<file path="config.mk">
export PLATFORM = sky130hd
export DESIGN_NAME = axi_mem_arbiter_flat
export DESIGN_NICKNAME = d
export VERILOG_FILES = /design/src/rtl/axi_mem_arbiter_if.sv /design/src/rtl/axi_mem_arbiter.sv /design/src/flat_wrapper.sv
export SDC_FILE = /design/constraint.sdc
export NUM_CORES = 1
export LEC_CHECK = 0
export CAP_MARGIN = 30
export CORE_AREA = 2 2 193 195
export DETAILED_ROUTE_END_ITERATION = 12
export DIE_AREA = 0 0 195 197
export HOLD_SLACK_MARGIN = 0.05
export PLACE_DENSITY = 0.64
export REMOVE_ABC_BUFFERS = 1
export SLEW_MARGIN = 40
export SYNTH_ARGS = -nofsm -noshare
export SYNTH_HDL_FRONTEND = slang
export SYNTH_SLANG_ARGS = --single-unit
</file>
<file path="constraint.sdc">
create_clock -name aclk -period 1.6 [get_ports aclk]
set_input_delay 0.24 -clock aclk [delete_from_list [all_inputs] [get_ports aclk]]
set_output_delay 0.24 -clock aclk [all_outputs]
set_load 0.005 [all_outputs]
</file>
<file path="src/rtl/axi_mem_arbiter_if.sv">
// Signal bundle between the IFU/LSU requesters, the memory arbiter and its AXI4-lite slave.
// Handshakes: a transfer happens on a rising clk edge where valid && ready; rsp_valid pulses carry no ready.
interface axi_mem_arbiter_if;
    logic        ifu_req_valid;
    logic        ifu_req_ready;
    logic [31:0] ifu_addr;
    logic        ifu_rsp_valid;
    logic [63:0] ifu_rdata;
    logic [1:0]  ifu_rresp;

    logic        lsu_req_valid;
    logic        lsu_req_ready;
    logic        lsu_wen;
    logic [31:0] lsu_addr;
    logic [63:0] lsu_wdata;
    logic [7:0]  lsu_wstrb;
    logic        lsu_rsp_valid;
    logic [63:0] lsu_rdata;
    logic [1:0]  lsu_resp;

    logic [31:0] araddr;
    logic        arvalid;
    logic        arready;
    logic [63:0] rdata;
    logic [1:0]  rresp;
    logic        rvalid;
    logic        rready;
    logic [31:0] awaddr;
    logic        awvalid;
    logic        awready;
    logic [63:0] wdata;
    logic [7:0]  wstrb;
    logic        wvalid;
    logic        wready;
    logic [1:0]  bresp;
    logic        bvalid;
    logic        bready;

    modport master (
        input  ifu_req_valid, ifu_addr,
        output ifu_req_ready, ifu_rsp_valid, ifu_rdata, ifu_rresp,
        input  lsu_req_valid, lsu_wen, lsu_addr, lsu_wdata, lsu_wstrb,
        output lsu_req_ready, lsu_rsp_valid, lsu_rdata, lsu_resp,
        output araddr, arvalid, rready, awaddr, awvalid, wdata, wstrb, wvalid, bready,
        input  arready, rdata, rresp, rvalid, awready, wready, bresp, bvalid
    );

    modport slave (
        output ifu_req_valid, ifu_addr,
        input  ifu_req_ready, ifu_rsp_valid, ifu_rdata, ifu_rresp,
        output lsu_req_valid, lsu_wen, lsu_addr, lsu_wdata, lsu_wstrb,
        input  lsu_req_ready, lsu_rsp_valid, lsu_rdata, lsu_resp,
        input  araddr, arvalid, rready, awaddr, awvalid, wdata, wstrb, wvalid, bready,
        output arready, rdata, rresp, rvalid, awready, wready, bresp, bvalid
    );
endinterface

</file>
<file path="src/rtl/axi_mem_arbiter.sv">
// Arbitrates IFU reads and LSU reads/writes onto one AXI4-lite master port,
// one transaction in flight at a time; responses return as one-cycle pulses.
module axi_mem_arbiter #(
    parameter bit LSU_PRIO = 1'b1
) (
    input  logic                 aclk,
    input  logic                 aresetn,
    axi_mem_arbiter_if.master    bus,
    output logic [2:0]           state_dbg
);
    typedef enum logic [2:0] {
        IDLE = 3'd0,
        AR   = 3'd1,
        R    = 3'd2,
        AW_W = 3'd3,
        B    = 3'd4
    } state_t;

    state_t      state;
    state_t      state_next;
    logic [31:0] addr_q;
    logic [63:0] wdata_q;
    logic [7:0]  wstrb_q;
    logic        owner_q;
    logic        rr_q;
    logic        aw_done;
    logic        w_done;

    logic        tie;
    logic        grant_lsu;
    logic        grant_ifu;
    logic        accept;
    logic        wen_sel;

    // rr_q = 1 means the LSU wins the next tie; only consulted when LSU_PRIO = 0.
    always_comb begin
        tie       = bus.ifu_req_valid && bus.lsu_req_valid;
        grant_lsu = (state == IDLE) && bus.lsu_req_valid &&
                    (!bus.ifu_req_valid || LSU_PRIO || rr_q);
        grant_ifu = (state == IDLE) && bus.ifu_req_valid && !grant_lsu;
        accept    = grant_lsu || grant_ifu;
        wen_sel   = grant_lsu && bus.lsu_wen;
    end

    assign bus.ifu_req_ready = grant_ifu;
    assign bus.lsu_req_ready = grant_lsu;
    assign bus.araddr        = addr_q;
    assign bus.awaddr        = addr_q;
    assign bus.wdata         = wdata_q;
    assign bus.wstrb         = wstrb_q;
    assign state_dbg         = state;

    always_comb begin
        state_next  = state;
        bus.arvalid = 1'b0;
        bus.rready  = 1'b0;
        bus.awvalid = 1'b0;
        bus.wvalid  = 1'b0;
        bus.bready  = 1'b0;
        unique case (state)
            IDLE: if (accept) state_next = wen_sel ? AW_W : AR;
            AR: begin
                bus.arvalid = 1'b1;
                if (bus.arready) state_next = R;
            end
            R: begin
                bus.rready = 1'b1;
                if (bus.rvalid) state_next = IDLE;
            end
            AW_W: begin
                bus.awvalid = !aw_done;
                bus.wvalid  = !w_done;
                if ((aw_done || bus.awready) && (w_done || bus.wready)) state_next = B;
            end
            B: begin
                bus.bready = 1'b1;
                if (bus.bvalid) state_next = IDLE;
            end
            default: state_next = IDLE;
        endcase
    end

    always_ff @(posedge aclk or negedge aresetn) begin
        if (!aresetn) begin
            state             <= IDLE;
            addr_q            <= '0;
            wdata_q           <= '0;
            wstrb_q           <= '0;
            owner_q           <= 1'b0;
            rr_q              <= 1'b0;
            aw_done           <= 1'b0;
            w_done            <= 1'b0;
            bus.ifu_rsp_valid <= 1'b0;
            bus.ifu_rdata     <= '0;
            bus.ifu_rresp     <= '0;
            bus.lsu_rsp_valid <= 1'b0;
            bus.lsu_rdata     <= '0;
            bus.lsu_resp      <= '0;
        end else begin
            state             <= state_next;
            bus.ifu_rsp_valid <= 1'b0;
            bus.lsu_rsp_valid <= 1'b0;

            // Request inputs are sampled only here; the IFU can never reach AW/W.
            if (accept) begin
                addr_q  <= grant_lsu ? bus.lsu_addr : bus.ifu_addr;
                wdata_q <= wen_sel ? bus.lsu_wdata : '0;
                wstrb_q <= wen_sel ? bus.lsu_wstrb : '0;
                owner_q <= grant_lsu;
                aw_done <= 1'b0;
                w_done  <= 1'b0;
                if (tie && !LSU_PRIO) rr_q <= grant_ifu;
            end

            if (state == AW_W) begin
                if (bus.awvalid && bus.awready) aw_done <= 1'b1;
                if (bus.wvalid && bus.wready)   w_done  <= 1'b1;
            end

            if (state == R && bus.rvalid) begin
                if (owner_q) begin
                    bus.lsu_rsp_valid <= 1'b1;
                    bus.lsu_rdata     <= bus.rdata;
                    bus.lsu_resp      <= bus.rresp;
                end else begin
                    bus.ifu_rsp_valid <= 1'b1;
                    bus.ifu_rdata     <= bus.rdata;
                    bus.ifu_rresp     <= bus.rresp;
                end
            end

            if (state == B && bus.bvalid) begin
                bus.lsu_rsp_valid <= 1'b1;
                bus.lsu_rdata     <= '0;
                bus.lsu_resp      <= bus.bresp;
            end
        end
    end
endmodule

</file>
<file path="src/flat_wrapper.sv">
// flat-port wrapper written by rule: the top's interface ports become plain ports
module axi_mem_arbiter_flat 
#(
    parameter bit LSU_PRIO = 1'b1
)
  (aclk, aresetn, state_dbg, bus_ifu_req_valid, bus_ifu_addr, bus_ifu_req_ready, bus_ifu_rsp_valid, bus_ifu_rdata, bus_ifu_rresp, bus_lsu_req_valid, bus_lsu_wen, bus_lsu_addr, bus_lsu_wdata, bus_lsu_wstrb, bus_lsu_req_ready, bus_lsu_rsp_valid, bus_lsu_rdata, bus_lsu_resp, bus_araddr, bus_arvalid, bus_rready, bus_awaddr, bus_awvalid, bus_wdata, bus_wstrb, bus_wvalid, bus_bready, bus_arready, bus_rdata, bus_rresp, bus_rvalid, bus_awready, bus_wready, bus_bresp, bus_bvalid);
  axi_mem_arbiter_if bus_i ();
  input  logic aclk;
  input  logic aresetn;
  output logic [2:0] state_dbg;
  input wire logic [$bits(bus_i.ifu_req_valid)-1:0] bus_ifu_req_valid;
  input wire logic [$bits(bus_i.ifu_addr)-1:0] bus_ifu_addr;
  output wire logic [$bits(bus_i.ifu_req_ready)-1:0] bus_ifu_req_ready;
  output wire logic [$bits(bus_i.ifu_rsp_valid)-1:0] bus_ifu_rsp_valid;
  output wire logic [$bits(bus_i.ifu_rdata)-1:0] bus_ifu_rdata;
  output wire logic [$bits(bus_i.ifu_rresp)-1:0] bus_ifu_rresp;
  input wire logic [$bits(bus_i.lsu_req_valid)-1:0] bus_lsu_req_valid;
  input wire logic [$bits(bus_i.lsu_wen)-1:0] bus_lsu_wen;
  input wire logic [$bits(bus_i.lsu_addr)-1:0] bus_lsu_addr;
  input wire logic [$bits(bus_i.lsu_wdata)-1:0] bus_lsu_wdata;
  input wire logic [$bits(bus_i.lsu_wstrb)-1:0] bus_lsu_wstrb;
  output wire logic [$bits(bus_i.lsu_req_ready)-1:0] bus_lsu_req_ready;
  output wire logic [$bits(bus_i.lsu_rsp_valid)-1:0] bus_lsu_rsp_valid;
  output wire logic [$bits(bus_i.lsu_rdata)-1:0] bus_lsu_rdata;
  output wire logic [$bits(bus_i.lsu_resp)-1:0] bus_lsu_resp;
  output wire logic [$bits(bus_i.araddr)-1:0] bus_araddr;
  output wire logic [$bits(bus_i.arvalid)-1:0] bus_arvalid;
  output wire logic [$bits(bus_i.rready)-1:0] bus_rready;
  output wire logic [$bits(bus_i.awaddr)-1:0] bus_awaddr;
  output wire logic [$bits(bus_i.awvalid)-1:0] bus_awvalid;
  output wire logic [$bits(bus_i.wdata)-1:0] bus_wdata;
  output wire logic [$bits(bus_i.wstrb)-1:0] bus_wstrb;
  output wire logic [$bits(bus_i.wvalid)-1:0] bus_wvalid;
  output wire logic [$bits(bus_i.bready)-1:0] bus_bready;
  input wire logic [$bits(bus_i.arready)-1:0] bus_arready;
  input wire logic [$bits(bus_i.rdata)-1:0] bus_rdata;
  input wire logic [$bits(bus_i.rresp)-1:0] bus_rresp;
  input wire logic [$bits(bus_i.rvalid)-1:0] bus_rvalid;
  input wire logic [$bits(bus_i.awready)-1:0] bus_awready;
  input wire logic [$bits(bus_i.wready)-1:0] bus_wready;
  input wire logic [$bits(bus_i.bresp)-1:0] bus_bresp;
  input wire logic [$bits(bus_i.bvalid)-1:0] bus_bvalid;
  assign bus_i.ifu_req_valid = bus_ifu_req_valid;
  assign bus_i.ifu_addr = bus_ifu_addr;
  assign bus_ifu_req_ready = bus_i.ifu_req_ready;
  assign bus_ifu_rsp_valid = bus_i.ifu_rsp_valid;
  assign bus_ifu_rdata = bus_i.ifu_rdata;
  assign bus_ifu_rresp = bus_i.ifu_rresp;
  assign bus_i.lsu_req_valid = bus_lsu_req_valid;
  assign bus_i.lsu_wen = bus_lsu_wen;
  assign bus_i.lsu_addr = bus_lsu_addr;
  assign bus_i.lsu_wdata = bus_lsu_wdata;
  assign bus_i.lsu_wstrb = bus_lsu_wstrb;
  assign bus_lsu_req_ready = bus_i.lsu_req_ready;
  assign bus_lsu_rsp_valid = bus_i.lsu_rsp_valid;
  assign bus_lsu_rdata = bus_i.lsu_rdata;
  assign bus_lsu_resp = bus_i.lsu_resp;
  assign bus_araddr = bus_i.araddr;
  assign bus_arvalid = bus_i.arvalid;
  assign bus_rready = bus_i.rready;
  assign bus_awaddr = bus_i.awaddr;
  assign bus_awvalid = bus_i.awvalid;
  assign bus_wdata = bus_i.wdata;
  assign bus_wstrb = bus_i.wstrb;
  assign bus_wvalid = bus_i.wvalid;
  assign bus_bready = bus_i.bready;
  assign bus_i.arready = bus_arready;
  assign bus_i.rdata = bus_rdata;
  assign bus_i.rresp = bus_rresp;
  assign bus_i.rvalid = bus_rvalid;
  assign bus_i.awready = bus_awready;
  assign bus_i.wready = bus_wready;
  assign bus_i.bresp = bus_bresp;
  assign bus_i.bvalid = bus_bvalid;
  axi_mem_arbiter #(.LSU_PRIO(LSU_PRIO)) u_core (.aclk(aclk), .aresetn(aresetn), .bus(bus_i), .state_dbg(state_dbg));
endmodule
</file>
==> out/qor.yml <==
run_status: "complete, but fails checks"
violations: "setup timing"
grt_first_pass_wirelength_um: 61900
layout.area.seq_um2: 6110
tritoncts.num_buffers: 29
grt_overflow_total: 0
detail_route.drc_violations: 0
die_w_um: 195
required_ns: 2.02
syn-instance-count: 775
detailed_place_hpwl_um: 26500
endpoints_failing_setup: 253
path_cells: "buf_4 > buf_6 > buf_6 > buf_4 > nand4bb_4 > buf_12 > buf_4 > buf_12 > nand2_1 > o21ai_0"
grt_setup_unrepaired: "yes"
worstSetupStartpoint: "u_core.state_dbg[0]"
number_of_nets_at_the_end_of_the_flow: 1611
initialDrtViolationCount: 290
timing.critical_path.arrival_ns: 2.37
worst_slack_ns: -0.351
pwr_density_cell_nw_per_um2: 1860
cts_sinks: 244
fin_cells: 1888
boundaryPins: 494
critPathMaxStageDelay_ns: 0.44
shortest_period_the_worst_path_allows_ns: 1.95
synth_seq_cells: 244
design.core.area_um2: 36300
pin_count_of_the_biggest_net_entering_global_routing: 53
post_synth_num_cell_types: 38
route.detailed.vias_per_inst: 4.78
initial_antenna_violation_count: 1
static-leakage-power_uw: 0.00885
ir_worst_vdd_mv: 0.958
finClkSkew_ns: 0.0232
tightestPinTransition_ns: 0.631
post_synthesis_average_cell_area_um2: 12.8
routed_wl_um: 42100
finalMaxSlewViolations: 0
timing.critical_path.fanout_max: 5
drv.max_cap_violation_count: 0
count_of_h_tree_levels_built_during_cts: 1
floorplan.die_area_um2: 38400
worstSetupPathType: "reg2reg"
area_of_the_multi_input_gates_um2: 3640
cpMostUsedCell: "sky130_fd_sc_hd__buf_4"
grt.total_usage: 0.212
area_delta_synth_final_pct: 88.0
routedWlPerCell_um: 22.3
slowest_stage: "sky130_fd_sc_hd__dfrtp_2"
number_of_port_buffers: 493
clk_pin_slew_worst_paths_ns: 0.06
gp_congestion: 0.787
rel_slew_slack: 0.578
drtAntennaViolNets: 0
placed_cells_incl_taps: 1694
timing.fmax_mhz: 512
critPathLaunchType: "flop"
clk-insertion-delay-late_ns: 0.57
clk_root_buf: "sky130_fd_sc_hd__clkbuf_16"
setup.worst_path.end_class: "flop"
post_route_cells_drive_above_1_share: 0.278
clock_path_buffers: 3
cts_tree: "yes"
postLayoutCellArea_um2: 18600
reg2reg_start: "u_core.state_dbg[0]"
dr.pass1.iters: 5
synth_seq_area_share: 0.616
post_dp_cell_area_um2: 15600
total_via_count_in_the_routed_design: 9018
synth_area_um2: 9910
num_rows: 70
start_util: 0.273
die_y_um: 197
hold_path.class: "in2async"
fillCellCount: 3215
finalHoldViolations: 0
via_count_of_the_first_global_routing_pass: 9666
synthesis.yosys.warnings: 0
fin_crit_sh: 1.22
[cells by family after synthesis]
kind of cell,synth area share
buf+inv,0.0572
compound gates,0.143
flops,0.616
mux,0.0860
simple gates,0.0977
[state kept, by name, summed over array words and instances, names as in the netlist]
signal / cells
u_core.bus.lsu_rsp_valid: 1
u_core.bus.ifu_rdata: 64
u_core.bus.araddr: 32
u_core.bus.ifu_rresp: 2
u_core.w_done: 1
u_core.bus.lsu_resp: 2
u_core.state_dbg: 3
u_core.bus.lsu_rdata: 64
u_core.bus.ifu_rsp_valid: 1
u_core.bus.wstrb: 8
u_core.bus.wdata: 64
u_core.owner_q: 1
u_core.aw_done: 1
[layer usage]
| metal | vias to the layer above | wire, µm | track usage |
|---|---|---|---|
| met5 | - | 0 | 0 |
| met1 | 4513 | 15800 | 0.239 |
| met2 | 407 | 22800 | 0.410 |
| met4 | 0 | 761 | 0.0492 |
| li1 | 4043 | - | - |
| met3 | 55 | 2730 | 0.0421 |
[through the flow]
stage | TNS [ns] | utilization | hold slack, ns | setup slack, ns | power (µW)
after CTS | -45.62 | 0.505 | 0.176 | -0.354 | 34100
final | -49.74 | 0.514 | 0.185 | -0.351 | 34600
after global routing | -65.69 | 0.514 | 0.209 | -0.396 | 36400
after floorplan | -318.72 | - | -0.0556 | -1.62 | 15400
after global placement | -42.67 | 0.430 | 0.168 | -0.386 | 25500
after detailed placement | -48.33 | 0.430 | 0.170 | -0.392 | 25700
[area by class of cell]
type | count | area share
tap | 468 | 0.0314
clock inverter | 14 | 0.0122
clock buffer | 39 | 0.0436
antenna | 1 | 0.000134
inverter | 3 | 0.000604
sequential | 244 | 0.328
multi-input combinational | 433 | 0.195
timing repair buffer | 686 | 0.389
[Yosys cell counts (all sizes together)]
cell type | count | area share
dfrtp | 244 | 0.62
a22o | 74 | 0.065
nand2 | 68 | 0.026
buf | 67 | 0.045
mux2 | 66 | 0.086
nand3 | 66 | 0.033
o21ai | 65 | 0.033
o221a | 33 | 0.038
nand2b | 31 | 0.020
clkbuf | 29 | 0.011
inv | 3 | 0.0011
nand3b | 3 | 0.0023
nor3b | 3 | 0.0023
or2b | 3 | 0.0023
a21o | 2 | 0.0015
nor2 | 2 | 0.00076
a211o | 1 | 0.00088
a211oi | 1 | 0.00076
a21oi | 1 | 0.00050
a221o | 1 | 0.0010
and2 | 1 | 0.00063
and3 | 1 | 0.00063
and4bb | 1 | 0.0016
nand4bb | 1 | 0.0011
nor2b | 1 | 0.0014
nor3 | 1 | 0.0016
nor4b | 1 | 0.0024
nor4bb | 1 | 0.0010
o21a | 1 | 0.00076
o221ai | 1 | 0.00088
o2bb2ai | 1 | 0.00088
or4b | 1 | 0.0010
[worst max-delay path, delay by kind of cell, from the launching register on]
kind	cells	cell delay, ns
flip-flops	1	0.44
buffers and inverters	7	0.96
AO/OA/AOI/OAI	1	0.08
AND/OR/NAND/NOR	2	0.34
[path summary, 6_finish.rpt]
kind,slack [ns],endpoint,cells after the start
setup reg to reg,-0.35,u_core.bus.lsu_rdata[16],10
setup / recovery,-0.35,u_core.bus.lsu_rdata[16],10
min in group aclk,0.27,u_core.bus.wstrb[7],2
max in group asynchronous,0.79,u_core.bus.wdata[29],3
hold / removal,0.18,u_core.bus.lsu_rdata[33],2
hold reg to reg,0.50,u_core.bus.wstrb[5],1
[where the power goes]
part           leakage (µW)  switching (µW)  internal (µW)  total (µW)
registers           0.00305            1830           9140       11000
logic               0.00530            6430          10000       16500
clock network      0.000503            2740           4390        7140
total               0.00885           11000          23600       34600
[layout by cell type, fill, tap and decap left out, drive strengths merged, types with 2 or more instances in the layout]
master	n
nor3b	3
clkbuf	40
buf	195
a22o	74
dfrtp	244
o221a	33
inv	6
o21ai	66
nand2	68
a21o	2
clkdlybuf4s50	213
bufbuf	6
dlygate4sd2	269
nand2b	31
clkinv	4
nand3b	3
mux2	66
bufinv	5
clkinvlp	2
nand3	66
nor2	2
or2b	3
[what timing repair did]
| action | 4_1_cts | 5_1_grt |
|---|---|---|
| cloned | 30 | 1 |
| gates resized for setup | 407 | 93 |
| setup buffers | 104 | 15 |
| endpoints found under the setup margin | 471 | 275 |
| pin swaps | 20 | 8 |
| hold buffers | 1 | 0 |
| hold endpoints to repair | 244 | 0 |
(Power assumes the default switching activity.)
